==> config.mk <==
export PLATFORM = sky130hd
export DESIGN_NAME = cic_decim_ctrl
export DESIGN_NICKNAME = d
export VERILOG_FILES = /design/src/rtl/cic_decim_ctrl.sv
export SDC_FILE = /design/constraint.sdc
export NUM_CORES = 1
export LEC_CHECK = 0
export CAP_MARGIN = 10
export CORE_AREA = 4 4 80 82
export CTS_CLUSTER_DIAMETER = 200
export CTS_CLUSTER_SIZE = 20
export DETAILED_ROUTE_END_ITERATION = 10
export DIE_AREA = 0 0 84 86
export PLACE_DENSITY = 0.75
export SYNTH_ARGS = -nofsm -noshare
export SYNTH_HDL_FRONTEND = slang
export SYNTH_SLANG_ARGS = --single-unit
==> constraint.sdc <==
create_clock -name clk -period 5.9 [get_ports clk]
set_input_delay 1.18 -clock clk [delete_from_list [all_inputs] [get_ports clk]]
set_output_delay 1.18 -clock clk [all_outputs]
set_load 0.01 [all_outputs]
==> src/rtl/cic_decim_ctrl.sv <==
// Sequencer for the CIC decimation datapath.
// Accepts samples on a valid/ready handshake, drives the filter input and
// clock enable, follows each block's result through a tag pipe that advances
// with the filter, and stores the decimated results in a small output FIFO.
// Credit-based admission ensures that the FIFO cannot overflow.
// Optional feature macro: CIC_CTRL_STATS_EN adds the out_cnt and stall_cnt ports.
module cic_decim_ctrl #(
    parameter int WIDTH      = 8,
    parameter int RATE       = 4,
    parameter int LATENCY    = 5,
    parameter int DISCARD    = 1,
    parameter int FIFO_DEPTH = 4
) (
    input  logic             clk,
    input  logic             rstn,
    input  logic             start,
    input  logic             stop,
    input  logic             s_valid,
    output logic             s_ready,
    input  logic [WIDTH-1:0] s_data,
    output logic             f_clr,
    output logic             f_en,
    output logic [WIDTH-1:0] f_in,
    input  logic [WIDTH-1:0] f_out,
    output logic             m_valid,
    input  logic             m_ready,
    output logic [WIDTH-1:0] m_data,
`ifdef CIC_CTRL_STATS_EN
    output logic [15:0]      out_cnt,
    output logic [15:0]      stall_cnt,
`endif
    output logic             busy
);
    localparam int PW = $clog2(RATE);
    localparam int AW = $clog2(FIFO_DEPTH);
    localparam int CW = $clog2(FIFO_DEPTH + LATENCY + 1) + 1;
    localparam int DW = $clog2(DISCARD + 2);

    typedef enum logic [1:0] {IDLE, RUN, DRAIN} state_t;

    state_t           state, state_nx;
    logic [PW-1:0]    phase;
    logic [LATENCY-1:0] tag_pipe;
    logic [CW-1:0]    inflight, fifo_cnt, used;
    logic [DW-1:0]    disc_cnt;
    logic [WIDTH-1:0] mem [FIFO_DEPTH];
    logic [AW-1:0]    wr_ptr, rd_ptr;
    logic             last_phase, credit_ok, accept, inject, tag_exit, push, pop, go;

    assign last_phase = (phase == PW'(RATE - 1));
    assign used       = fifo_cnt + inflight;
    // A pop in the current cycle is ignored here, so this check is conservative.
    assign credit_ok  = (used < CW'(FIFO_DEPTH));
    assign accept     = s_valid & s_ready;
    assign inject     = accept & last_phase;
    assign tag_exit   = f_en & tag_pipe[LATENCY-1];
    assign push       = tag_exit & (disc_cnt == '0);
    assign pop        = m_valid & m_ready;
    assign go         = (state == IDLE) & start;
    assign m_valid    = (fifo_cnt != '0);
    assign m_data     = m_valid ? mem[rd_ptr] : '0;
    assign busy       = (state != IDLE);

    // Next-state logic and filter/handshake controls
    always_comb begin
        state_nx = state;
        s_ready  = 1'b0;
        f_en     = 1'b0;
        f_in     = '0;
        f_clr    = 1'b0;
        case (state)
            IDLE: begin
                if (start) begin
                    state_nx = RUN;
                    f_clr    = 1'b1;
                end
            end
            RUN: begin
                s_ready = credit_ok | ~last_phase;
                if (s_valid & s_ready) begin
                    f_en = 1'b1;
                    f_in = s_data;
                end
                if (stop) state_nx = DRAIN;
            end
            DRAIN: begin
                // Every in-flight tag already holds a reserved FIFO slot, because it
                // was admitted only with credit. Flushing therefore needs no new
                // credit. Waiting for spare credit would deadlock when reservations
                // fill the FIFO.
                if (inflight == '0)
                    state_nx = IDLE;
                else if (used <= CW'(FIFO_DEPTH))
                    f_en = 1'b1;
            end
            default: state_nx = IDLE;
        endcase
    end

    // State register
    always_ff @(posedge clk or negedge rstn) begin
        if (!rstn) state <= IDLE;
        else       state <= state_nx;
    end

    // Decimation phase. On stop the phase is cleared, so a partial block is dropped.
    always_ff @(posedge clk or negedge rstn) begin
        if (!rstn)                          phase <= '0;
        else if (go)                        phase <= '0;
        else if (state == RUN && stop)      phase <= '0;
        else if (accept)                    phase <= phase + 1'b1;
    end

    // Tag pipe advances with filter enables. Latency is counted in enables, not in clocks.
    always_ff @(posedge clk or negedge rstn) begin
        if (!rstn) begin
            tag_pipe <= '0;
            inflight <= '0;
        end else if (go) begin
            tag_pipe <= '0;
            inflight <= '0;
        end else begin
            if (f_en) tag_pipe <= {tag_pipe[LATENCY-2:0], inject};
            inflight <= inflight + CW'(inject) - CW'(tag_exit);
        end
    end

    // Transient discard counter, reloaded on each start
    always_ff @(posedge clk or negedge rstn) begin
        if (!rstn)                             disc_cnt <= '0;
        else if (go)                           disc_cnt <= DW'(DISCARD);
        else if (tag_exit && disc_cnt != '0)   disc_cnt <= disc_cnt - 1'b1;
    end

    // FIFO pointers and occupancy. The FIFO keeps draining after the run ends.
    always_ff @(posedge clk or negedge rstn) begin
        if (!rstn) begin
            wr_ptr   <= '0;
            rd_ptr   <= '0;
            fifo_cnt <= '0;
        end else begin
            if (push) wr_ptr <= wr_ptr + 1'b1;
            if (pop)  rd_ptr <= rd_ptr + 1'b1;
            fifo_cnt <= fifo_cnt + CW'(push) - CW'(pop);
        end
    end

    // FIFO storage
    always_ff @(posedge clk) begin
        if (push) mem[wr_ptr] <= f_out;
    end

`ifdef CIC_CTRL_STATS_EN
    // Saturating statistics counters, cleared on reset and on each start
    always_ff @(posedge clk or negedge rstn) begin
        if (!rstn) begin
            out_cnt   <= '0;
            stall_cnt <= '0;
        end else if (go) begin
            out_cnt   <= '0;
            stall_cnt <= '0;
        end else begin
            if (pop && out_cnt != 16'hFFFF) out_cnt <= out_cnt + 1'b1;
            if (state == RUN && s_valid && !s_ready && stall_cnt != 16'hFFFF)
                stall_cnt <= stall_cnt + 1'b1;
        end
    end
`endif
endmodule

After elaboration in Yosys (flattened, before gate mapping). Memory sizes are Yosys's and may differ from the RTL's. Index checks and enable logic that the tools add are counted.

Add/subtract/negate cells: 9. Order comparisons: 2. Equal/unequal tests: 6. Multiplexer cells: 24. Bitwise operators: 9. Reductions and logical operators: 12.

Operator list (count): 8-bit two-way mux (3); 2-bit two-way mux (8); 5-bit two-way mux (3); 5-bit by 1-bit adder with 5-bit output (2); 5-bit by 1-bit subtractor with 5-bit output (2); 1-bit two-way mux (8); 2-bit nonzero test (4); 1-bit bitwise AND (7); 2-bit by 1-bit adder with 2-bit output (second input constant) (3); 2-bit inequality test (second input constant) (3); 2-bit case mux with 3 select lines (1); 5-bit adder (1); 5-bit by 3-bit less-or-equal comparator with 1-bit output (second input constant) (1); 5-bit zero test (1); 5-bit by 3-bit less-than comparator with 1-bit output (second input constant) (1); 5-bit nonzero test (1); 2-bit == test (second input constant) (2); 2-bit zero test (2); 3-bit AND reduction (1); 3-bit nonzero test (1); 2-bit by 1-bit == test with 1-bit output (second input constant) (1); 1-bit logical AND (2); 1-bit case mux with 2 select lines (1); 2-bit by 1-bit subtractor with 2-bit output (second input constant) (1); 2 further kinds (2).

Bits in registers: 25. Memory bits (writable): 32. Input port bits: 22. Output and inout port bits: 21. Logic and storage cells: 71. Memories kept: 1.

Memories: mem (words 4, bits a word 8, rd ports 1, clocked after Yosys merged registers in 0, wr ports 1, line 46) `logic [WIDTH-1:0] mem [FIFO_DEPTH];`.

Logic depth before layout (Yosys ltp).
Depth in word-level cells: 10. Gate-level depth with buffers: 19. Depth with buffers taken out: 18.

Worst setup path before layout. OpenSTA, ideal clock, no wires.

Path kind: reg2reg. From: reg inflight[0]. To: reg fifo_cnt[4]. Library setup time: 125 ps. Arrival: 3336 ps. Required time: 5775 ps. Setup slack: 2438 ps. Stages on the path, launching flop included: 19. Path buffers: 0. Clock period less this slack: 3462 ps. Cell sequence: dfrtp_1 -> ha_1 -> inv_1 -> fa_1 -> nand2b_1 -> a21oi_1 -> xnor2_1 -> nor3_1 -> o2111ai_4 -> ha_1 -> inv_1 -> ha_1 -> inv_1 -> fa_1 -> inv_1 -> a21oi_1 -> nor2_1 -> nor2_1 -> xnor2_1.

Cells in the longest elaborated chain, start to end: 10. Elaborated cells on any way between the ends: 14. Classes of those cells: 3 x add/sub; 2 x order compare; 4 x mux; 4 x bitwise; 1 x reduce/logical.

Ends and longest elaborated chain: start, declared (line 44) `logic [CW-1:0] inflight, fifo_cnt, used;`; start signal, assigned (line 124) `inflight <= inflight + CW'(inject) - CW'(tag_exit);`; 5-bit adder (line 51) `assign used = fifo_cnt + inflight;`; 5-bit by 3-bit less-than comparator with 1-bit output (line 53) `assign credit_ok = (used < CW'(FIFO_DEPTH));`; 1-bit OR (line 79) `s_ready = credit_ok | ~last_phase;`; 1-bit bitwise AND (line 80) `if (s_valid & s_ready) begin`; 1-bit two-way mux (line 80); 1-bit case mux with 2 select lines * (line 71) `case (state)`; 1-bit bitwise AND * (line 56) `assign tag_exit = f_en & tag_pipe[LATENCY-1];`; 1-bit bitwise AND * (line 57) `assign push = tag_exit & (disc_cnt == '0);`; 5-bit by 1-bit adder with 5-bit output * (line 144) `fifo_cnt <= fifo_cnt + CW'(push) - CW'(pop);`; 5-bit by 1-bit subtractor with 5-bit output * (line 144); end signal, assigned (line 144); end, declared (line 44).

Every way passes the cells marked *; elsewhere a longest branch is shown, timed or not. A chain may end at the register's enable or synchronous reset.

Worst setup path in the final report.
From: reg inflight[0]. To: out f_en.

Cells in the longest elaborated chain, start to end: 6. Elaborated cells on any way between the ends: 10. Classes of those cells: 1 x add/sub; 2 x order compare; 4 x mux; 2 x bitwise; 1 x reduce/logical.

Ends and longest elaborated chain: 5-bit adder (line 51); 5-bit by 3-bit less-than comparator with 1-bit output (line 53); 1-bit OR (line 79); 1-bit bitwise AND (line 80); 1-bit two-way mux (line 80); 1-bit case mux with 2 select lines * (line 71); end, declared (line 22) `output logic f_en,`.

Marked as above.

==> impl_results.md <==
- Clock Skew: 7.107 ps
- Post-synth top flop: edfxtp_1
- Final Cycle Share: 79.92%
- H-tree depth: 3
- Crit start category: register
- ANT cells: 0
- Share of the synthesized area in the top cell type: 31.77%
- Area contributors post-synth: edfxtp_1, dfrtp_1, ha_1, mux4_2, and2_1
- PortBufs: 42
- Synth cell types: 37
- RSZ-0062 raised after global routing: no
- Layout cells sized above 1: 10.69%
- MaxCap Viol Count: 0
- Async S/R FF share, synth: between 40% and 50%
- Gp weighted congestion: between 0.8 and 0.9
- PostCTS Resize Cnt: 0
- Initial DRC count: 62
- Placed cell area: about 0.0035 mm^2
- Dpl hpwl: 3901 um
- Final setup violation count: 0
- Ports: 43
- GRT overflow: 0
- Adder-cell share of the synthesized area: 12.33%
- Vias: 1852
- Syn nets: 286
- Vias per cell: 5.074
- Sequential area share after synthesis: between 50% and 60%
- Routed Antenna Nets: 0
- Fin. Hold Viols: 0
- Clock buffer count from CTS: 9
- Clock Latency Late Sink: 330 ps
- Largest net degree at the start of global routing: 26
- Mux contribution to synthesized area: 8.771%
- Post-layout nets: 335
- Initial antenna violation count: 0
- Maximum VDD drop: 0.0002192 V
- Routed Wire Length: 5317 um
- Die area: 0.007224 mm^2
- Worst EP arrival: 3540 ps
- Cell with the most instances after synthesis: edfxtp_1
- WS Path Type: register to output pin
- Die width: 84 um
- Rel. slew slack: 48.25%
- P&R area growth vs syn: 23.96%
- CP Data Required Time: 4720 ps
- Cells after Synth: about 240
- Final instance area: 0.003749 mm^2
- Area of the mapped netlist: roughly 0.0030 mm^2
- CTS tree: yes
- Fin crit period: 4715 ps
- Sink Count: 57
- GRT Overall Usage: 16.65%
- WL per Instance: 14.57 um
- EDFF count, synth: 32
- Post-Synth Simple-Gate Area: 10.18%
- Leak Pwr: 1.511 nW
- Dpl cells: 349
- PwrDens: 400.7 mW/mm^2
- Critical path endpoint category: output pin
- Worst slew pin tran: 773.3 ps
- Synth Area in XOR/XNOR: 4.923%
- Maximum buffer depth of the clock tree: 2
- Status: completed
- Hold Path Class: register to register
- First-pass GRT wire length: 9211 um
- Core area: roughly 0.0057 mm^2
- Tot Pwr: 0.001502 W
- Cts hold-fix bufs: 0
- DRC: 0
- Final Slew Violations: 0
- Dpl ws: 1404 ps
- Largest family of logic cells by synthesized area: adder cells
- CTS clk-pin slew, worst paths: 70 ps
- Drt pass-1 iters: 4
- Die Y: 86 um
- Post-route insts no fill: 365
- Post-synth top cells: edfxtp_1, inv_1, dfrtp_1, ha_1
- Root buffer cell: clkbuf_8
- Fillers: 453
- Setup bufs post-CTS: 0
- Vias in the first global route: just under 2000
- Final setup margin: 1185 ps
- Complex-gate fraction of the synthesized area: 6.744%
- FMAX: 212.1 MHz
- # rows: 28
- Sum of negative setup slack: 0 ps
- Critical Path Fanout Max: 15
- Number of synthesis warnings: 0
- Syn_area_per_cell: 12.81 um^2
- Top cell type by total area after synthesis: edfxtp_1
- Yosys reg bits: 57
- Initial Util: 52.64%
## cells in the final DEF, fill, tap and decap left out, drive strengths merged, types with 2 or more instances in the layout
cell	n
mux4	8
o2111ai	2
and2	18
a21o	2
or4b	2
clkbuf	9
ha	25
clkinv	4
edfxtp	32
a211oi	5
xor2	6
clkdlybuf4s50	42
o21a	2
inv	28
nor2	18
a21oi	7
bufinv	3
xnor2	11
nand2	13
and3	2
nand3	3
nand2b	4
fa	3
mux2i	7
dfrtp	25
## cells by family (layout without fill, tap and decap cells)
logic type | Yosys count | in the layout
buffers and inverters | 34 | 88
AOI/OAI and AO/OA | 23 | 23
adders and majority gates | 28 | 28
and+or+nand+nor | 61 | 61
muxes | 16 | 16
DFF | 57 | 57
xor gates and xnor gates | 17 | 17
## through the flow
| step | util, % | hold slack [ps] |
|---|---|---|
| 6_report | 65.24 | 536.2 |
| 5_1_grt | 65.24 | 559.7 |
| 4_1_cts | 65.24 | 540.4 |
| 3_5_place_dp | 61.19 | 524.1 |
| 3_3_place_gp | 61.19 | 523.0 |
| 2_1_floorplan | - | 497.0 |
## worst max-delay path: stages, from the launching register on
cell and delay, ps:
dfrtp_1 380, ha_1 190, inv_1 60, fa_1 370
nand2b_1 200, a21oi_1 170, xnor2_1 150, a211oi_4 610
o21a_1 460, clkdlybuf4s50_1 620
## state kept, by name, summed over array words and instances, names as in the netlist, 5 cells and up
| signal | flops |
|---|---|
| mem | 32 |
| fifo_cnt | 5 |
| inflight | 5 |
| tag_pipe | 5 |
## routing by layer
metal / GRT usage (%) / wire, um / vias up / part of all wire [%]
li1: - / - / 913 / -
met1: 20.67 / 2376 / 886 / 45
met3: 4.611 / 254 / 11 / 4.8
met4: 7.018 / 95 / 0 / 1.8
met2: 27.62 / 2590 / 42 / 49
met5: 0 / 0 / - / 0
## power breakdown
part / total, W / switching (W) / internal (W) / leakage (nW)
Sequential: 0.000526 / 0.0000630 / 0.000463 / 0.612
Clock: 0.000428 / 0.000152 / 0.000276 / 0.112
Combinational: 0.000548 / 0.000250 / 0.000299 / 0.787
## layout make-up
| class | instances | area [um^2] | area share [%] |
|---|---|---|---|
| multi-input combinational | 145 | 1299 | 34.65 |
| timing repair buffer | 43 | 427.9 | 11.42 |
| clock buffer | 9 | 123.9 | 3.304 |
| inverter | 29 | 108.9 | 2.904 |
| tap | 75 | 93.84 | 2.503 |
| sequential | 57 | 1587 | 42.32 |
| clock inverter | 7 | 108.9 | 2.904 |
## worst paths after layout
kind | from | endpoint | slack [ps] | cells after the start
worst max-delay path | inflight[0]$_DFF_PN0_ | f_en | 1180 | 9
worst min-delay path | tag_pipe[3]$_DFFE_PN0P_ | tag_pipe[4]$_DFFE_PN0P_ | 540 | 2
worst max register to register | inflight[0]$_DFF_PN0_ | inflight[4]$_DFF_PN0_ | 1920 | 18
worst min register to register | tag_pipe[3]$_DFFE_PN0P_ | tag_pipe[4]$_DFFE_PN0P_ | 540 | 2
max in group asynchronous | rstn | phase[1]$_DFFE_PN0P_ | 4450 | 2
min in group asynchronous | rstn | disc_cnt[1]$_DFFE_PN0P_ | 1200 | 2
Note: power is estimated with default switching activity, not from simulation.
